[config.mk]
export PLATFORM = sky130hd
export DESIGN_NAME = debug_uart_rx
export DESIGN_NICKNAME = d
export VERILOG_FILES = /design/src/rtl/tinyqv_uart_pkg.sv /design/src/rtl/uart_rx_fifo.sv /design/src/rtl/debug_uart_rx.sv
export SDC_FILE = /design/constraint.sdc
export NUM_CORES = 1
export LEC_CHECK = 0
export BUFFER_PORTS_ARGS = -buffer_cell sky130_fd_sc_hd__buf_4
export CAP_MARGIN = 20
export CORE_MARGIN = 8
export CORE_UTILIZATION = 55
export CTS_BUF_LIST = sky130_fd_sc_hd__clkbuf_16
export DETAILED_ROUTE_END_ITERATION = 12
export GPL_TIMING_DRIVEN = 0
export PLACE_DENSITY = 0.84
export SLEW_MARGIN = 20
export SYNTH_ARGS = -nofsm -noshare
export SYNTH_HDL_FRONTEND = slang
export SYNTH_HIERARCHICAL = 1
export SYNTH_SLANG_ARGS = --single-unit
export TNS_END_PERCENT = 10
[constraint.sdc]
create_clock -name clk -period 3.8 [get_ports clk]
set_input_delay 0.76 -clock clk [delete_from_list [all_inputs] [get_ports clk]]
set_output_delay 0.76 -clock clk [all_outputs]
set_load 0.02 [all_outputs]
[src/rtl/tinyqv_uart_pkg.sv]
// Shared UART definitions for the tinyqv serial blocks (rx and tx).
// Holds the receiver state encoding, the bit-timer width and helpers that
// turn a clock frequency and bit rate into per-bit and half-bit cycle counts.
package tinyqv_uart_pkg;

  typedef enum logic [2:0] {
    ST_IDLE      = 3'd0,
    ST_START     = 3'd1,
    ST_DATA      = 3'd2,
    ST_STOP      = 3'd3,
    ST_WAIT_HIGH = 3'd4
  } uart_state_e;

  // Wide enough for any sensible clock/baud ratio.
  localparam int CNT_W = 16;

  // Clock cycles per serial bit.
  function automatic int calc_div(input int clk_hz, input int bit_rate);
    return clk_hz / bit_rate;
  endfunction

  // Offset from the start edge to the middle of the start bit.
  function automatic int calc_half(input int clk_hz, input int bit_rate);
    return calc_div(clk_hz, bit_rate) / 2;
  endfunction

endpackage

[src/rtl/uart_rx_fifo.sv]
// Small synchronous FIFO for received bytes.
// Ports:
//   clk, rst  - clock, asynchronous active-high reset (pointers only)
//   push, din - write din when not full (or when a pop frees a slot this cycle)
//   pop       - drop the head entry when not empty
//   dout      - head entry, zero when empty
//   count     - occupancy 0..DEPTH
//   full, empty
module uart_rx_fifo #(
  parameter int WIDTH = 8,
  parameter int DEPTH = 4
) (
  input  logic                     clk,
  input  logic                     rst,
  input  logic                     push,
  input  logic                     pop,
  input  logic [WIDTH-1:0]         din,
  output logic [WIDTH-1:0]         dout,
  output logic [$clog2(DEPTH):0]   count,
  output logic                     full,
  output logic                     empty
);

  localparam int AW = $clog2(DEPTH);

  // Pointers carry one extra wrap bit so full and empty are distinguishable.
  logic [AW:0]      wr_ptr_q, wr_ptr_d;
  logic [AW:0]      rd_ptr_q, rd_ptr_d;
  logic [WIDTH-1:0] mem_q [DEPTH];
  logic             do_push, do_pop;

  assign empty = (wr_ptr_q == rd_ptr_q);
  assign full  = (wr_ptr_q[AW] != rd_ptr_q[AW]) &&
                 (wr_ptr_q[AW-1:0] == rd_ptr_q[AW-1:0]);

  // A pop on a full FIFO frees the slot the simultaneous push lands in.
  assign do_pop  = pop && !empty;
  assign do_push = push && (!full || do_pop);

  assign dout  = empty ? '0 : mem_q[rd_ptr_q[AW-1:0]];
  assign count = wr_ptr_q - rd_ptr_q;

  always_comb begin
    wr_ptr_d = wr_ptr_q;
    rd_ptr_d = rd_ptr_q;
    if (do_push) wr_ptr_d = wr_ptr_q + 1'b1;
    if (do_pop)  rd_ptr_d = rd_ptr_q + 1'b1;
  end

  always_ff @(posedge clk or posedge rst) begin
    if (rst) begin
      wr_ptr_q <= '0;
      rd_ptr_q <= '0;
    end else begin
      wr_ptr_q <= wr_ptr_d;
      rd_ptr_q <= rd_ptr_d;
    end
  end

  // Storage is not reset; only the pointers define validity.
  always_ff @(posedge clk) begin
    if (do_push) mem_q[wr_ptr_q[AW-1:0]] <= din;
  end

endmodule

[src/rtl/debug_uart_rx.sv]
// 8N1 debug UART receiver with a small receive FIFO and sticky error flags.
// Ports:
//   clk, rst      - clock, asynchronous active-high reset
//   uart_rxd      - asynchronous serial input, idle high
//   rx_pop        - pop FIFO head (ignored when empty)
//   err_clr       - clear rx_overrun and rx_frame_err
//   rx_data       - FIFO head byte, 8'h00 when empty
//   rx_valid      - FIFO non-empty
//   rx_count      - FIFO occupancy
//   rx_overrun    - sticky: byte dropped on a full FIFO
//   rx_frame_err  - sticky: stop bit sampled low
module debug_uart_rx
  import tinyqv_uart_pkg::*;
#(
  parameter int CLK_HZ     = 14_000_000,
  parameter int BIT_RATE   = 1_000_000,
  parameter int FIFO_DEPTH = 4
) (
  input  logic       clk,
  input  logic       rst,
  input  logic       uart_rxd,
  input  logic       rx_pop,
  input  logic       err_clr,
  output logic [7:0] rx_data,
  output logic       rx_valid,
  output logic [4:0] rx_count,
  output logic       rx_overrun,
  output logic       rx_frame_err
);

  localparam int DIV  = calc_div(CLK_HZ, BIT_RATE);
  localparam int HALF = calc_half(CLK_HZ, BIT_RATE);
  localparam logic [CNT_W-1:0] DIV_M1  = CNT_W'(DIV - 1);
  localparam logic [CNT_W-1:0] HALF_M1 = CNT_W'(HALF - 1);

  logic              sync1_q, rxd_s_q;
  uart_state_e       state_q, state_d;
  logic [CNT_W-1:0]  cnt_q, cnt_d;
  logic [2:0]        bit_idx_q, bit_idx_d;
  logic [7:0]        shift_q, shift_d;
  logic              overrun_q, overrun_d;
  logic              frame_err_q, frame_err_d;
  logic              push_req, frame_evt, overrun_evt;
  logic              fifo_full, fifo_empty;
  logic [$clog2(FIFO_DEPTH):0] fifo_count;

  // Two-flop synchroniser, idles high so reset looks like an idle line.
  always_ff @(posedge clk or posedge rst) begin
    if (rst) begin
      sync1_q <= 1'b1;
      rxd_s_q <= 1'b1;
    end else begin
      sync1_q <= uart_rxd;
      rxd_s_q <= sync1_q;
    end
  end

  always_comb begin
    state_d   = state_q;
    cnt_d     = cnt_q;
    bit_idx_d = bit_idx_q;
    shift_d   = shift_q;
    push_req  = 1'b0;
    frame_evt = 1'b0;
    case (state_q)
      ST_IDLE: begin
        if (!rxd_s_q) begin
          state_d = ST_START;
          cnt_d   = HALF_M1;
        end
      end
      ST_START: begin
        if (cnt_q != '0) begin
          cnt_d = cnt_q - 1'b1;
        end else if (rxd_s_q) begin
          // Line went back high by mid-start-bit: treat as a glitch.
          state_d = ST_IDLE;
        end else begin
          state_d   = ST_DATA;
          cnt_d     = DIV_M1;
          bit_idx_d = '0;
        end
      end
      ST_DATA: begin
        if (cnt_q != '0) begin
          cnt_d = cnt_q - 1'b1;
        end else begin
          shift_d   = {rxd_s_q, shift_q[7:1]};
          cnt_d     = DIV_M1;
          bit_idx_d = bit_idx_q + 1'b1;
          if (bit_idx_q == 3'd7) state_d = ST_STOP;
        end
      end
      ST_STOP: begin
        if (cnt_q != '0) begin
          cnt_d = cnt_q - 1'b1;
        end else if (rxd_s_q) begin
          push_req = 1'b1;
          state_d  = ST_IDLE;
        end else begin
          // Bad stop bit: drop the byte and wait out a held-low line
          // so a break is not mistaken for a stream of start bits.
          frame_evt = 1'b1;
          state_d   = ST_WAIT_HIGH;
        end
      end
      ST_WAIT_HIGH: begin
        if (rxd_s_q) state_d = ST_IDLE;
      end
      default: state_d = ST_IDLE;
    endcase
  end

  // A simultaneous pop makes room, so only an unpopped full FIFO overruns.
  assign overrun_evt = push_req && fifo_full && !rx_pop;

  // Set events take priority over err_clr.
  assign overrun_d   = overrun_evt | (overrun_q & ~err_clr);
  assign frame_err_d = frame_evt   | (frame_err_q & ~err_clr);

  always_ff @(posedge clk or posedge rst) begin
    if (rst) begin
      state_q     <= ST_IDLE;
      cnt_q       <= '0;
      bit_idx_q   <= '0;
      shift_q     <= '0;
      overrun_q   <= 1'b0;
      frame_err_q <= 1'b0;
    end else begin
      state_q     <= state_d;
      cnt_q       <= cnt_d;
      bit_idx_q   <= bit_idx_d;
      shift_q     <= shift_d;
      overrun_q   <= overrun_d;
      frame_err_q <= frame_err_d;
    end
  end

  uart_rx_fifo #(
    .WIDTH (8),
    .DEPTH (FIFO_DEPTH)
  ) u_fifo (
    .clk   (clk),
    .rst   (rst),
    .push  (push_req),
    .pop   (rx_pop),
    .din   (shift_q),
    .dout  (rx_data),
    .count (fifo_count),
    .full  (fifo_full),
    .empty (fifo_empty)
  );

  assign rx_valid     = !fifo_empty;
  assign rx_count     = 5'(fifo_count);
  assign rx_overrun   = overrun_q;
  assign rx_frame_err = frame_err_q;

endmodule

Word level (Yosys, flattened, before mapping)
Memory sizes are Yosys's and may differ from the RTL's.
Index checks and enable logic that the tools add are counted.
{"block": "word_totals", "register_bits": 40, "ram_bits": 32, "input_bits": 5, "output_inout_bits": 16, "wordCells": 84, "mem_count": 1}
{"block": "classes", "n_addsub": 5, "eq_ne": 17, "mux": 28, "n_bitwise": 6, "n_reduce_logical": 17}
{"name": "u_fifo.mem_q", "depth": 4, "width": 8, "rd": 1, "rd_clocked_by_memory_dff": 0, "wr": 1, "line_no": "uart_rx_fifo.sv:29", "rtl": "logic [WIDTH-1:0] mem_q [DEPTH];"}
{"op": "16-bit 2-to-1 mux", "n": 5}
{"op": "16-bit one-hot mux with 4 select lines", "n": 1}
{"op": "3-bit 2-to-1 mux", "n": 10}
{"op": "2-bit inequality test, second input constant", "n": 8}
{"op": "16-bit nonzero test", "n": 1}
{"op": "16-bit by 1-bit subtractor with 16-bit output, second input constant", "n": 1}
{"op": "3-bit one-hot mux with 5 select lines", "n": 1}
{"op": "3-bit by 1-bit adder with 3-bit output, second input constant", "n": 3}
{"op": "1-bit 2-to-1 mux", "n": 8}
{"op": "8-bit 2-to-1 mux", "n": 1}
{"op": "4-bit AND reduction", "n": 2}
{"op": "3-bit by 2-bit == test with 1-bit output, second input constant", "n": 2}
{"op": "3-bit == test, second input constant", "n": 2}
{"op": "3-bit one-hot mux with 2 select lines", "n": 1}
{"op": "6-bit AND reduction", "n": 1}
{"op": "1-bit logical AND", "n": 5}
{"op": "4-bit nonzero test", "n": 1}
{"op": "3-bit by 1-bit == test with 1-bit output, second input constant", "n": 1}
{"op": "3-bit == test", "n": 1}
{"op": "1-bit zero test", "n": 3}
{"op": "3-bit zero test", "n": 1}
{"op": "3-bit inequality test, second input constant", "n": 1}
{"op": "3-bit subtractor", "n": 1}
{"op": "1-bit AND", "n": 2}
{"op": "8 further kinds", "n": 10}

Logic depth before layout (Yosys ltp)
{"block": "logic_depth", "ltp_word": 7, "mapped_depth": 9, "depth_no_buf": 9}

Cells and area by module
Netlist, hierarchy kept.
{"module": "debug_uart_rx", "n_inst": 1, "cells_per_inst": 175, "area_each_um2": 1860.5, "seq_area_each_um2": 853.3}
{"module": "uart_rx_fifo", "n_inst": 1, "cells_per_inst": 96, "area_each_um2": 1669.1, "seq_area_each_um2": 1111.1}

Worst setup path after synthesis
No wires, ideal clock.
{"block": "synth_path", "kind": "reg-to-output", "start": "register u_fifo.rd_ptr_q[1]", "end": "output port rx_valid", "t_arrival_ns": 1.718, "required_ns": 3.040, "path_slack_ns": 1.322, "path_stages_with_launch": 7, "n_path_buf": 1, "cell_sequence": "dfrtp_1 > clkbuf_1 > inv_1 > ha_1 > nand2_1 > nor2_1 > inv_1"}
{"block": "synth_between", "elab_chain_len": 2}
{"element": "from (decl)", "line_no": "uart_rx_fifo.sv:28", "rtl": "logic [AW:0] rd_ptr_q, rd_ptr_d;"}
{"element": "from (signal assigned)", "line_no": "uart_rx_fifo.sv:56", "rtl": "rd_ptr_q <= rd_ptr_d;"}
{"element": "3-bit == test", "line_no": "uart_rx_fifo.sv:32", "rtl": "assign empty = (wr_ptr_q == rd_ptr_q);"}
{"element": "named net fifo_empty", "line_no": "debug_uart_rx.sv:44", "rtl": "logic fifo_full, fifo_empty;"}
{"element": "1-bit zero test", "line_no": "debug_uart_rx.sv:154", "rtl": "assign rx_valid = !fifo_empty;"}
{"element": "to (decl)", "line_no": "debug_uart_rx.sv:25", "rtl": "output logic rx_valid,"}
The timed path passes the listed nets, and every way through them passes these cells.

Worst setup path in the final report
{"block": "layout_path", "start": "register u_fifo.rd_ptr_q[1]", "end": "output port rx_data[3]"}
{"block": "layout_between", "elab_chain_len": 2, "word_cells_on_any_way": 3, "cone_classes": "1 x eq/ne; 1 x mux; 1 x memory"}
{"element": "3-bit == test", "line_no": "uart_rx_fifo.sv:32"}
{"element": "named net fifo_empty", "line_no": "debug_uart_rx.sv:44"}
{"element": "8-bit 2-to-1 mux", "line_no": "uart_rx_fifo.sv:40", "rtl": "assign dout = empty ? '0 : mem_q[rd_ptr_q[AW-1:0]];"}
{"element": "to (decl)", "line_no": "debug_uart_rx.sv:24", "rtl": "output logic [7:0] rx_data,"}
The timed path passes the listed nets, and every way through them passes these cells.

==> flow_summary.html <==
<table>
<tr><th>Metric</th><th>Value</th></tr>
<tr><th colspan="2">Layout</th></tr>
<tr><td>Fillcell total</td><td>451</td></tr>
<tr><td>Number of nets in the layout</td><td>318</td></tr>
<tr><td>Diodes inserted</td><td>0</td></tr>
<tr><td>Share of cells above drive strength 1</td><td>25.5%</td></tr>
<tr><td>Area growth from synthesis to final layout</td><td>16.4%</td></tr>
<tr><th colspan="2">GRT</th></tr>
<tr><td>Wire length of the first global-routing pass</td><td>10900 µm</td></tr>
<tr><td>Total global routing track utilization</td><td>15.5%</td></tr>
<tr><td>Maximum number of pins on one net before global-route repair</td><td>35</td></tr>
<tr><td>Via count of the first global-routing pass</td><td>2229</td></tr>
<tr><td>Initial antenna violation count</td><td>0</td></tr>
<tr><td>Global route overflow</td><td>0</td></tr>
<tr><th colspan="2">Critical path</th></tr>
<tr><td>Critical path required time</td><td>3040 ps</td></tr>
<tr><td>R2r worst-path depth</td><td>6</td></tr>
<tr><td>Classification of the worst setup path</td><td>flip-flop to output pin</td></tr>
<tr><td>Slowest cell on the critical path</td><td>sky130_fd_sc_hd__nor2_1</td></tr>
<tr><td>Endpoint of the worst-slack reg-to-reg timing path</td><td>u_fifo/mem_q[0][2]</td></tr>
<tr><td>Worst reg-to-reg setup slack</td><td>1020 ps</td></tr>
<tr><td>Launch point of the critical path</td><td>u_fifo/rd_ptr_q[1]</td></tr>
<tr><td>Kind of cell with the highest combined delay on the critical path</td><td>buffers and inverters</td></tr>
<tr><td>Type of destination of the critical path</td><td>output pin</td></tr>
<tr><td>Maximum fanout along the worst path</td><td>10</td></tr>
<tr><td>Critical path buffers and inverters</td><td>3</td></tr>
<tr><td>Start of the worst register-to-register path</td><td>cnt_q[7]</td></tr>
<tr><td>Arrival time of the worst setup path</td><td>2640 ps</td></tr>
<tr><td>Peak per-stage delay on the critical path</td><td>510 ps</td></tr>
<tr><td>Endpoint of the worst setup timing path</td><td>rx_data[3]</td></tr>
<tr><td>Cells along the critical path</td><td>clkbuf_1, inv_1, ha_1, nand2_1, nor2_1, nor2b_1, buf_4</td></tr>
<tr><td>Startpoint type of the worst setup path</td><td>flip-flop</td></tr>
<tr><td>Logic depth of the worst path, buffers included</td><td>7</td></tr>
<tr><th colspan="2">STA</th></tr>
<tr><td>Top achievable clock speed</td><td>294 MHz</td></tr>
<tr><td>Final critical-path setup slack</td><td>398 ps</td></tr>
<tr><td>Headroom to the max-slew limit</td><td>49.2%</td></tr>
<tr><td>Sum of negative setup slack</td><td>0 ps</td></tr>
<tr><td>Time the final worst path needs with I/O delays and setup</td><td>3400 ps</td></tr>
<tr><td>Number of hold violations in the final report</td><td>0</td></tr>
<tr><td>Final setup violation count</td><td>0</td></tr>
<tr><td>RSZ-0062 raised after global routing</td><td>no</td></tr>
<tr><td>Number of max-slew violations in the final report</td><td>0</td></tr>
<tr><td>Maximum clock skew at final layout</td><td>5.16 ps</td></tr>
<tr><td>Final worst-path cycle share</td><td>89.5%</td></tr>
<tr><td>Worst slew pin tran</td><td>751 ps</td></tr>
<tr><th colspan="2">Placement</th></tr>
<tr><td>Port buffer count</td><td>18</td></tr>
<tr><td>Post-DP HPWL</td><td>4360 µm</td></tr>
<tr><td>Worst slack at placement</td><td>697 ps</td></tr>
<tr><td>Weighted congestion reported at the end of routability-driven placement</td><td>0.867</td></tr>
<tr><th colspan="2">Floorplan</th></tr>
<tr><td>Area of the die</td><td>9240 µm²</td></tr>
<tr><td>Effective utilization at floorplan</td><td>56.2%</td></tr>
<tr><td>Ports</td><td>21</td></tr>
<tr><td>Number of core rows</td><td>29</td></tr>
<tr><td>Horizontal die dimension</td><td>96.1 µm</td></tr>
<tr><td>Height of the chip</td><td>96.1 µm</td></tr>
<tr><td>Core region area</td><td>6280 µm²</td></tr>
<tr><th colspan="2">Pwr</th></tr>
<tr><td>Net switching power</td><td>0.00107 W</td></tr>
<tr><td>Power Density</td><td>762 nW/µm²</td></tr>
<tr><td>Clock power frac</td><td>30.7%</td></tr>
<tr><td>Internal power</td><td>0.00206 W</td></tr>
<tr><td>Power share of the combinational group</td><td>35.6%</td></tr>
<tr><td>Register share of total power</td><td>33.7%</td></tr>
<tr><td>Standby leakage power</td><td>1.65 nW</td></tr>
<tr><td>IR drop worst, VDD</td><td>457 µV</td></tr>
<tr><td>Switching share of total power</td><td>34.1%</td></tr>
<tr><th colspan="2">Clocking</th></tr>
<tr><td>CTS tree</td><td>yes</td></tr>
<tr><td>Maximum clock path buffer count</td><td>2</td></tr>
<tr><td>Post-CTS setup buffer count</td><td>0</td></tr>
<tr><td>Depth of the CTS H-tree</td><td>3</td></tr>
<tr><td>Worst-Skew Late Latency</td><td>330 ps</td></tr>
<tr><td>Number of hold-repair buffers added at the cts stage</td><td>0</td></tr>
<tr><td>Clock-pin slew on the worst setup and hold paths</td><td>60 ps</td></tr>
<tr><td>PostCTS Resize Cnt</td><td>0</td></tr>
<tr><td>Number of buffers created by CTS</td><td>9</td></tr>
<tr><td>Buffer cell driving the clock tree root</td><td>sky130_fd_sc_hd__clkbuf_16</td></tr>
<tr><td>Number of sinks handled by clock tree synthesis</td><td>72</td></tr>
<tr><th colspan="2">Drt</th></tr>
<tr><td>Starting DRC count in detailed routing</td><td>100</td></tr>
<tr><td>Total wire length after detailed routing</td><td>6470 µm</td></tr>
<tr><td>Detail-routed net length per standard cell</td><td>16.9 µm</td></tr>
<tr><td>Vias per inst</td><td>5.87</td></tr>
<tr><td>Vias after detailed routing</td><td>2247</td></tr>
<tr><td>DRC viols</td><td>0</td></tr>
<tr><td>First drt pass iteration count</td><td>4</td></tr>
<tr><td>Post-route antenna net violation count</td><td>0</td></tr>
<tr><th colspan="2">Synth</th></tr>
<tr><td>Syn avg cell area</td><td>13.0 µm²</td></tr>
<tr><td>Number of distinct library cells after synthesis</td><td>61</td></tr>
<tr><td>Number of enable-type register cells in the synthesized netlist</td><td>32</td></tr>
<tr><td>Cell count after synthesis</td><td>271</td></tr>
<tr><td>Syn Std Cell Area</td><td>3530 µm²</td></tr>
<tr><td>Share of flip-flops with an asynchronous set or reset</td><td>55.6%</td></tr>
<tr><td>Post-synthesis sequential area ratio</td><td>55.7%</td></tr>
<tr><td>Commonest register cell after synthesis</td><td>sky130_fd_sc_hd__dfrtp_1</td></tr>
<tr><td>Synthesis Warnings</td><td>6</td></tr>
<tr><td>#FFs+latches synth</td><td>72</td></tr>
<tr><th colspan="2">Hold path</th></tr>
<tr><td>HP Class</td><td>input pin to async pin</td></tr>
<tr><th colspan="2">Job</th></tr>
<tr><td>Max-cap check violation count</td><td>0</td></tr>
<tr><th colspan="2">Run status</th></tr>
<tr><td>Run status</td><td>finished clean</td></tr>
</table>
## routing by layer
metal  track usage [%]  share of wire (%)  vias to the layer above
met4              7.30                2.0                        0
li1                  -                  -                     1069
met3              3.43                3.8                       12
met1              18.3                 43                     1129
met5                 0                  0                        -
met2              26.1                 51                       37
## sequential cells by signal, indices dropped and copies added (netlist names)
| register | count |
|---|---|
| state_q | 3 |
| sync1_q | 1 |
| rx_frame_err | 1 |
| u_fifo/wr_ptr_q | 3 |
| bit_idx_q | 3 |
| u_fifo/mem_q | 32 |
| rx_overrun | 1 |
| shift_q | 8 |
| cnt_q | 16 |
| u_fifo/rd_ptr_q | 3 |
| rxd_s_q | 1 |
## worst register-to-register path: stages, from the launching register on
cell                      delay (ps)
sky130_fd_sc_hd__dfrtp_1         440
sky130_fd_sc_hd__or4_4           610
sky130_fd_sc_hd__nor3_1          390
sky130_fd_sc_hd__nand4_1         140
sky130_fd_sc_hd__nor3_1          330
sky130_fd_sc_hd__o31a_4          260
sky130_fd_sc_hd__and2_2          300
## kinds of logic after synthesis
group	synth area share, %
flip-flops	55.7
AND/OR/NAND/NOR	15.5
AO/OA/AOI/OAI	8.12
buffers and inverters	3.33
XOR/XNOR	2.23
adder cells (fa/ha/maj)	4.47
multiplexers	10.6
other	0.106
## layout by cell type (no fill, tap or decap), types with 2 or more instances in the layout
cell,Yosys,final
sky130_fd_sc_hd__inv_1,13,12
sky130_fd_sc_hd__dfrtp_1,38,38
sky130_fd_sc_hd__or3b_2,2,2
sky130_fd_sc_hd__mux4_2,8,8
sky130_fd_sc_hd__nor4b_2,2,2
sky130_fd_sc_hd__o41ai_1,2,2
sky130_fd_sc_hd__mux2i_1,3,3
sky130_fd_sc_hd__nor2b_1,9,9
sky130_fd_sc_hd__o21ai_0,10,10
sky130_fd_sc_hd__nor3b_1,2,2
sky130_fd_sc_hd__o31ai_1,4,4
sky130_fd_sc_hd__nor2_1,21,21
sky130_fd_sc_hd__a21oi_1,10,10
sky130_fd_sc_hd__conb_1,1,2
sky130_fd_sc_hd__and2_2,4,4
sky130_fd_sc_hd__dfstp_2,2,2
sky130_fd_sc_hd__mux2_4,8,8
sky130_fd_sc_hd__mux2_2,4,4
sky130_fd_sc_hd__clkbuf_16,0,9
sky130_fd_sc_hd__xnor2_1,6,6
sky130_fd_sc_hd__or3_1,4,4
sky130_fd_sc_hd__nand4_1,5,5
sky130_fd_sc_hd__nor3_1,6,6
sky130_fd_sc_hd__nand2_1,13,13
sky130_fd_sc_hd__buf_4,3,21
sky130_fd_sc_hd__clkbuf_1,4,4
sky130_fd_sc_hd__ha_1,11,11
sky130_fd_sc_hd__buf_6,2,2
sky130_fd_sc_hd__nand2b_1,2,2
sky130_fd_sc_hd__a22o_1,2,2
sky130_fd_sc_hd__xor2_1,3,3
sky130_fd_sc_hd__nand3_1,2,2
sky130_fd_sc_hd__or4_1,5,5
sky130_fd_sc_hd__edfxtp_1,32,32
sky130_fd_sc_hd__bufinv_16,0,3
## worst min path at each step
stage	end	depth (start not counted)
2_1_floorplan	rxd_s_q	0
3_3_place_gp	rxd_s_q	0
3_5_place_dp	rxd_s_q	0
4_1_cts	u_fifo/wr_ptr_q[2]	2
5_1_grt	rxd_s_q	0
6_report	u_fifo/wr_ptr_q[2]	2
## area by class of cell
class                           instances  area, µm²  area share, %
Tap cell                               77       96.3           2.34
Clock buffer                            9        225           5.48
Buffer                                 11       68.8           1.67
Sequential cell                        72       1960           47.8
Multi-Input combinational cell        176       1450           35.3
Clock inverter                          7        119           2.89
Timing Repair Buffer                   18        135           3.29
Inverter                               13       48.8           1.19
## Yosys cell counts, types with 2 or more instances
cell	number	area share, %
sky130_fd_sc_hd__dfrtp_1	38	27
sky130_fd_sc_hd__edfxtp_1	32	27
sky130_fd_sc_hd__nor2_1	21	2.2
sky130_fd_sc_hd__inv_1	13	1.4
sky130_fd_sc_hd__nand2_1	13	1.4
sky130_fd_sc_hd__ha_1	11	3.9
sky130_fd_sc_hd__a21oi_1	10	1.4
sky130_fd_sc_hd__o21ai_0	10	1.4
sky130_fd_sc_hd__nor2b_1	9	1.6
sky130_fd_sc_hd__mux2_4	8	3.4
sky130_fd_sc_hd__mux4_2	8	5.1
sky130_fd_sc_hd__nor3_1	6	0.85
sky130_fd_sc_hd__xnor2_1	6	1.5
sky130_fd_sc_hd__nand4_1	5	0.89
sky130_fd_sc_hd__or4_1	5	1.1
sky130_fd_sc_hd__and2_2	4	0.85
sky130_fd_sc_hd__clkbuf_1	4	0.43
sky130_fd_sc_hd__mux2_2	4	1.3
sky130_fd_sc_hd__o31ai_1	4	0.85
sky130_fd_sc_hd__or3_1	4	0.71
sky130_fd_sc_hd__buf_4	3	0.64
sky130_fd_sc_hd__mux2i_1	3	0.85
sky130_fd_sc_hd__xor2_1	3	0.74
sky130_fd_sc_hd__a22o_1	2	0.50
sky130_fd_sc_hd__buf_6	2	0.64
sky130_fd_sc_hd__dfstp_2	2	1.5
sky130_fd_sc_hd__nand2b_1	2	0.35
sky130_fd_sc_hd__nand3_1	2	0.28
sky130_fd_sc_hd__nor3b_1	2	0.43
sky130_fd_sc_hd__nor4b_2	2	0.85
sky130_fd_sc_hd__o41ai_1	2	0.50
sky130_fd_sc_hd__or3b_2	2	0.50
## per-stage QoR
stage / cell area [µm²] / util (%) / power (W) / instances / hold WS, ps
6_report: 4110 / 65.5 / 0.00313 / 383 / 358
5_1_grt: 4110 / 65.5 / 0.00331 / 383 / 364
4_1_cts: 4110 / 65.5 / 0.00316 / 383 / 360
3_5_place_dp: 3760 / 60.0 / 0.00218 / 367 / 352
3_3_place_gp: 3760 / 60.0 / 0.00214 / 367 / 346
2_1_floorplan: 3530 / - / 0.00184 / 272 / 345
## power groups by stage
stage	Clock, W	Combinational (W)	Sequential [W]
CTS	0.000975	0.00113	0.00105
floorplan	0	0.000812	0.00103
global placement	0	0.00109	0.00106
global route	0.00101	0.00123	0.00107
detailed placement	0	0.00112	0.00106
finish	0.000961	0.00112	0.00105
Note: power is estimated with default switching activity, not from simulation.
